### src/rtl/ppu_bg_fetch_ctrl.sv
// Background fetch sequencer: scanline dot counter, 8-dot NT/AT/PT fetch cycle,
// shift-register load/shift strobes and loopy scroll-increment pulses.
module ppu_bg_fetch_ctrl #(
  parameter int LINE_DOTS      = 341,
  parameter int PREFETCH_START = 321,
  parameter int PREFETCH_END   = 336
) (
  input  logic        clk,
  input  logic        reset,
  input  logic        pix_en_i,
  input  logic        render_en_i,
  input  logic [4:0]  coarse_x_i,
  input  logic [4:0]  coarse_y_i,
  input  logic [1:0]  nt_sel_i,
  input  logic [2:0]  fine_y_i,
  input  logic        bg_table_i,
  input  logic [7:0]  vram_rdata_i,
  output logic [13:0] vram_addr_o,
  output logic        vram_rd_o,
  output logic [8:0]  dot_o,
  output logic        line_end_o,
  output logic        sr_shift_en_o,
  output logic        sr_load_o,
  output logic [7:0]  pt_lo_o,
  output logic [7:0]  pt_hi_o,
  output logic [1:0]  at_bits_o,
  output logic        inc_coarse_x_o,
  output logic        inc_y_o,
  output logic        copy_x_o
);

  localparam logic [8:0] LAST_DOT       = 9'(LINE_DOTS - 1);
  localparam logic [8:0] PF_START       = 9'(PREFETCH_START);
  localparam logic [8:0] PF_END         = 9'(PREFETCH_END);
  localparam logic [8:0] PF_SHIFT_FIRST = 9'(PREFETCH_START + 1);
  localparam logic [8:0] PF_LOAD_FIRST  = 9'(PREFETCH_START + 8);
  localparam logic [8:0] PF_LAST_P1     = 9'(PREFETCH_END + 1);

  logic [8:0]  dot_q, dot_d;
  logic [7:0]  nt_q, nt_d;
  logic [1:0]  at_q, at_d;
  logic [7:0]  lo_stage_q, lo_stage_d;
  logic [7:0]  pt_lo_q, pt_lo_d;
  logic [7:0]  pt_hi_q, pt_hi_d;
  logic [1:0]  at_bits_q, at_bits_d;
  logic [13:0] addr_q, addr_d;

  logic [2:0]  phase;
  logic [2:0]  at_shift;
  logic        in_win;
  logic        load_dot;
  logic        shift_dot;
  logic        act;
  logic        drive;
  logic [13:0] fetch_addr;

  // (dot-1) mod 8 only needs the low three bits of the dot.
  assign phase    = dot_q[2:0] - 3'd1;
  assign at_shift = {coarse_y_i[1], coarse_x_i[1], 1'b0};

  assign in_win    = ((dot_q >= 9'd1) && (dot_q <= 9'd256)) ||
                     ((dot_q >= PF_START) && (dot_q <= PF_END));
  assign load_dot  = (phase == 3'd0) &&
                     (((dot_q >= 9'd9) && (dot_q <= 9'd257)) ||
                      ((dot_q >= PF_LOAD_FIRST) && (dot_q <= PF_LAST_P1)));
  assign shift_dot = ((dot_q >= 9'd2) && (dot_q <= 9'd257)) ||
                     ((dot_q >= PF_SHIFT_FIRST) && (dot_q <= PF_LAST_P1));

  assign act   = pix_en_i & render_en_i;
  assign drive = render_en_i & in_win & ~phase[0];

  always_comb begin
    fetch_addr = {2'b10, nt_sel_i, coarse_y_i, coarse_x_i};
    case (phase[2:1])
      2'd1:    fetch_addr = {2'b10, nt_sel_i, 4'b1111, coarse_y_i[4:2], coarse_x_i[4:2]};
      2'd2:    fetch_addr = {1'b0, bg_table_i, nt_q, 1'b0, fine_y_i};
      2'd3:    fetch_addr = {1'b0, bg_table_i, nt_q, 1'b1, fine_y_i};
      default: fetch_addr = {2'b10, nt_sel_i, coarse_y_i, coarse_x_i};
    endcase
  end

  // Address is held through odd phases and outside the window so the read data
  // that arrives one dot later still pairs with the address that produced it.
  assign vram_addr_o = drive ? fetch_addr : addr_q;
  assign addr_d      = vram_addr_o;

  always_comb begin
    dot_d      = dot_q;
    nt_d       = nt_q;
    at_d       = at_q;
    lo_stage_d = lo_stage_q;
    pt_lo_d    = pt_lo_q;
    pt_hi_d    = pt_hi_q;
    at_bits_d  = at_bits_q;
    if (pix_en_i) begin
      dot_d = (dot_q == LAST_DOT) ? 9'd0 : dot_q + 9'd1;
    end
    if (act && in_win) begin
      case (phase)
        3'd1: nt_d       = vram_rdata_i;
        3'd3: at_d       = vram_rdata_i[at_shift +: 2];
        3'd5: lo_stage_d = vram_rdata_i;
        3'd7: begin
          // Output bytes change on the edge that enters the load dot.
          pt_lo_d   = lo_stage_q;
          pt_hi_d   = vram_rdata_i;
          at_bits_d = at_q;
        end
        default: ;
      endcase
    end
  end

  always_ff @(posedge clk or posedge reset) begin
    if (reset) begin
      dot_q      <= '0;
      nt_q       <= '0;
      at_q       <= '0;
      lo_stage_q <= '0;
      pt_lo_q    <= '0;
      pt_hi_q    <= '0;
      at_bits_q  <= '0;
      addr_q     <= '0;
    end else begin
      dot_q      <= dot_d;
      nt_q       <= nt_d;
      at_q       <= at_d;
      lo_stage_q <= lo_stage_d;
      pt_lo_q    <= pt_lo_d;
      pt_hi_q    <= pt_hi_d;
      at_bits_q  <= at_bits_d;
      addr_q     <= addr_d;
    end
  end

  assign vram_rd_o      = drive;
  assign dot_o          = dot_q;
  assign line_end_o     = pix_en_i & (dot_q == LAST_DOT);
  assign sr_load_o      = act & load_dot;
  assign sr_shift_en_o  = act & shift_dot;
  assign inc_coarse_x_o = act & in_win & (phase == 3'd7);
  assign inc_y_o        = act & (dot_q == 9'd256);
  assign copy_x_o       = act & (dot_q == 9'd257);
  assign pt_lo_o        = pt_lo_q;
  assign pt_hi_o        = pt_hi_q;
  assign at_bits_o      = at_bits_q;

endmodule

### config.mk
export PLATFORM = sky130hd
export DESIGN_NAME = ppu_bg_fetch_ctrl
export DESIGN_NICKNAME = d
export VERILOG_FILES = /design/src/rtl/ppu_bg_fetch_ctrl.sv
export SDC_FILE = /design/constraint.sdc
export NUM_CORES = 1
export LEC_CHECK = 0
export BUFFER_PORTS_ARGS = -buffer_cell sky130_fd_sc_hd__buf_2
export CAP_MARGIN = 20
export CORE_MARGIN = 4
export CORE_UTILIZATION = 40
export CTS_CLUSTER_DIAMETER = 150
export DETAILED_ROUTE_END_ITERATION = 7
export PLACE_DENSITY = 0.66
export SYNTH_ARGS = -nofsm -noshare
export SYNTH_HDL_FRONTEND = slang
export SYNTH_SLANG_ARGS = --single-unit
### constraint.sdc
create_clock -name clk -period 2.5 [get_ports clk]
set_input_delay 0.375 -clock clk [delete_from_list [all_inputs] [get_ports clk]]
set_output_delay 0.375 -clock clk [all_outputs]
set_load 0.02 [all_outputs]
# [Word-level counts from Yosys, hierarchy flattened]
# Index checks and enable logic that the tools add are counted.
[op_classes] n_mux=3 n_div=0 reduce_logical=16 n_bitwise=11 n_lt_le_gt_ge=10 n_eq_ne=10 shifts=1 addsub=2 multipliers=0
[op_table] cell="$pmux W14 S3" n=1
[op_table] cell="$le A9 B9 Y1 const B" n=4
[op_table] cell="$eq A9 B9 Y1 const B" n=3
[op_table] cell="$ge A9 B9 Y1 const B" n=3
[op_table] cell="$mux W14" n=1
[op_table] cell="$and A1 B1 Y1" n=10
[op_table] cell="$add A9 B1 Y9 const B" n=1
[op_table] cell="$ge A9 B1 Y1 const B" n=1
[op_table] cell="$ge A9 B2 Y1 const B" n=1
[op_table] cell="$ge A9 B4 Y1 const B" n=1
[op_table] cell="$mux W9" n=1
[op_table] cell="$logic_and A1 B1 Y1" n=8
[op_table] cell="$reduce_and A2 Y1" n=4
[op_table] cell="$shiftx A8 B4 Y2" n=1
[op_table] cell="$eq A3 B3 Y1 const B" n=2
[op_table] cell="$eq A2 B2 Y1 const B" n=2
[op_table] cell="$eq A3 B1 Y1 const B" n=1
[op_table] cell="$eq A3 B2 Y1 const B" n=1
[op_table] cell="$logic_not A3 Y1" n=1
[op_table] cell="$logic_or A1 B1 Y1" n=3
[op_table] cell="$sub A3 B1 Y3 const B" n=1
[op_table] cell="$eq A2 B1 Y1 const B" n=1
[op_table] cell="$not A1 Y1" n=1
[word_totals] romBits=0 word_cells=61 mem_count=0 ff_bits=59 latchBits=0 mem_bits_rw=0

# [Logic depth before layout (Yosys ltp)]
[depth] ltp_word=6 mapped_depth=9 mapped_depth_nobuf=7

# [Worst setup path before layout]
# Ideal clock, no wire load.
[synth_path] kind="register to output" start="reg dot_q[0] (netlist: dot_o[0])" end="out vram_addr_o[3]" path_buffers=2 arrival_time_ps=2458 path_stages_with_launch=8 path_slack_ps=-333 t_required_ps=2125 cell_sequence="dfrtp_1 > clkbuf_1 > inv_1 > ha_1 > xnor2_1 > clkbuf_1 > a31oi_1 > o21ai_0"
[synth_between] elab_chain_cells=6 elab_cells_between_ends=16
[synth_lines] item="start: declaration" line_no="39" source="logic [8:0] dot_q, dot_d;"
[synth_lines] item="start signal: assignment" line_no="125" source="dot_q <= dot_d;"
[synth_lines] item="$ge A9 B1 Y1 (tied with other cells)" line_no="61" source="assign in_win = ((dot_q >= 9'd1) && (dot_q <= 9'd256)) ||"
[synth_lines] item="$logic_and A1 B1 Y1 (on tied branches)" line_no="61, 62"
[synth_lines] item="$logic_or A1 B1 Y1" line_no="61"
[synth_lines] item="$and A1 B1 Y1 (2 in a row)" line_no="70" source="assign drive = render_en_i & in_win & ~phase[0];"
[synth_lines] item="$mux W14 *" line_no="84" source="assign vram_addr_o = drive ? fetch_addr : addr_q;"
[synth_lines] item="end: declaration" line_no="18" source="output logic [13:0] vram_addr_o,"
# Mark *: on every way between the ends. The rest lies on a longest branch, timed or not.

# [Worst setup path after layout]
[layout_path] start="reg dot_q[1] (netlist: dot_o[1])" end="out vram_addr_o[5]"
# Same word-level chain as after synthesis.

==> results.tsv <==
metric	value	unit
post-dp-hpwl	5240	um
detail_route.iter0.violations	81	
layout.nets	400	
worstPathRequired	2.12	ns
finClkSkew	0.00628	ns
cp_cell_sequence	inv_2 > ha_4 > or4b_4 > a21oi_4 > o311ai_4 > buf_6 > clkbuf_16 > o21ai_2 > buf_6	
hp-class	in2async	
cts_root_buffer	clkbuf_8	
clk_pin_slew	0.07	ns
worst_path_largest_cell_delay	0.47	ns
fp.coreArea	7210	um2
area_growth	45.7	%
numCtsBuffers	9	
row_count	31	
routed_wirelength	7670	um
crit_type	reg2out	
viasPerCell	5.14	
wire_per_inst	16.3	um
crit_top_cell	buf_6	
insertion_delay	0.34	ns
die_y	94.0	um
ys_seq_area_frac	0.500	
cts.sinks	59	
power.density	1390	nW/um2
route.detailed.drc	0	
diodes	0	
max_slew_margin	0.636	
die_w	94.0	um
arrival	2.31	ns
cellLeakagePower	2.01	nW
cap_viol_max_count	0	
io_pins	76	
status	finished, violations left	
cp_max_fo	7	
grt.overflow.total	0	
setup_viol	15	
synth_warnings	0	
stdcell_area	4310	um2
synth_area	2960	um2
dpl-instance-area	3630	um2
die-area	8830	um2
synth_edf_count	0	
finalHoldViolations	0	
preCtsSetupSlack	0.0970	ns
cts_tree	done	
period_share	1.07	
globalRouteTotalUtil	0.174	
clock_path_buffers	2	
min_period	2.69	ns
tightest_slew	0.545	ns
end_kind	output pin	
rsz0062_at_grt	yes	
grt_pass1_wl	11800	um
ir_drop	0.000635	V
setup_slack	-0.186	ns
synth-seq-cells	59	
cpMaxStageDelayCell	or4b_4	
clock.fmax	372	MHz
crit_path_start_kind	register	
drive_above_1_share	0.578	
syn-num-nets	289	
place.gp.congestion	0.845	
grt_max_degree	36	
avgSynthCellArea	11.5	um2
grt_antenna_before_repair	0	
port_buffers	75	
dr.pass1.iters	4	
ant_nets	0	
num_vias	2422	
violations	setup timing	
start_util	0.410	
netlist-cell-type-count	44	
setup_tns	-2.33	ns
finalMaxSlewViolations	0	
grt_pass1_vias	2278	
synth_ff_type	dfrtp_1	
synthCells	256	
cts_hold_buf	0	
cts_max_level	3	
async_flop_share	1.00	
==> power by group <==
part	internal, mW	total (mW)	switching, mW
combinational	1.61	3.52	1.90
clock	0.415	0.810	0.396
sequential	1.40	1.67	0.274
total	3.43	6.00	2.57
==> worst max-delay path, delay by kind of cell (launching register included) <==
| kind | cells | cell delay (ns) |
|---|---|---|
| AND/OR/NAND/NOR | 1 | 0.47 |
| adder cells (fa/ha/maj) | 1 | 0.12 |
| AO/OA/AOI/OAI | 3 | 0.46 |
| buffers and inverters | 4 | 0.51 |
| flip-flops | 1 | 0.41 |
==> path summary, 6_finish.rpt <==
check	depth (start not counted)	slack (ns)	end	start
max in group asynchronous	3	1.82	dot_o[6]	reset
worst min-delay path	2	0.08	pt_lo_o[6]	reset
worst max-delay path	9	-0.19	vram_addr_o[5]	dot_o[1]
worst max register to register	10	0.12	pt_lo_o[0]	dot_o[0]
min in group clk	2	0.32	pt_hi_o[1]	vram_rdata_i[1]
worst min register to register	2	0.47	addr_q[13]	addr_q[13]
==> flip-flops by register name, indices dropped and copies added (netlist names) <==
register and flops:
addr_q 14, dot_o 9, lo_stage_q 8, nt_q 8, pt_hi_o 8, pt_lo_o 8
at_bits_o 2, at_q 2
==> metrics by stage <==
step / cells / hold slack (ns) / util / power [mW]
detailed placement: 438 / 0.456 / 0.504 / 4.52
CTS: 456 / 0.0902 / 0.547 / 5.57
global route: 471 / 0.120 / 0.597 / 6.39
finish: 471 / 0.0762 / 0.597 / 6.00
floorplan: 256 / 0.475 / - / 3.59
global placement: 438 / 0.450 / 0.504 / 4.47
==> final cells by class <==
class,instances,area [um2]
clock buffers,11,151
clock inverters,5,37.5
fillers,626,2910
inverters,5,23.8
multi-input cells,179,1610
flip-flops and latches,59,1480
well taps,99,124
repair buffers,113,875
==> cells in the mapped netlist (3+ instances only) <==
master	n	area (um2)
a21oi_1	9	45.0
a31oi_1	4	25.0
buf_2	3	15.0
clkbuf_1	7	26.3
dfrtp_1	59	1480
ha_1	5	62.6
inv_1	5	18.8
mux2_2	27	304
mux2_4	9	135
mux2i_1	7	70.1
nand2_1	21	78.8
nand3_1	5	25.0
nand3b_1	4	30.0
nand4_1	6	37.5
nor2_1	23	86.3
o21ai_0	19	95.1
xnor2_1	5	43.8
xor2_1	5	43.8
==> cells by family after synthesis <==
| kind of cell | after synthesis | synth area share |
|---|---|---|
| AO/OA/AOI/OAI | 46 | 0.0995 |
| XOR/XNOR | 10 | 0.0296 |
| adder cells (fa/ha/maj) | 5 | 0.0212 |
| buffers and inverters | 18 | 0.0322 |
| flip-flops | 59 | 0.500 |
| multiplexers | 45 | 0.188 |
| AND/OR/NAND/NOR | 73 | 0.130 |
==> what timing repair did <==
item | CTS | global route
pin swaps | 5 | 7
resized for setup | 35 | 42
gates cloned | 0 | 3
buffers inserted | 2 | 12
endpoints found under the hold margin | 0 | 0
endpoints found under the setup margin | 17 | 21
==> cell usage in the layout (no fill, tap or decap), drive strengths merged, types with 6 or more instances in the layout <==
master  netlist  layout
a21oi        11      11
buf           6     111
clkbuf        7      13
dfrtp        59      59
mux2         36      36
mux2i         7       7
nand2        21      21
nand4         6       6
nor2         24      24
o21ai        21      21
==> routing by layer <==
layer  share of wire  wire length [um]  global-route usage  vias to the layer above
met3           0.049               376              0.0361                       11
met5               0                 0                   0                        -
met2            0.46              3560               0.248                       64
met4           0.017               129              0.0818                        0
met1            0.47              3610               0.252                     1201
li1                -                 -                   -                     1146
(Power assumes the default switching activity.)
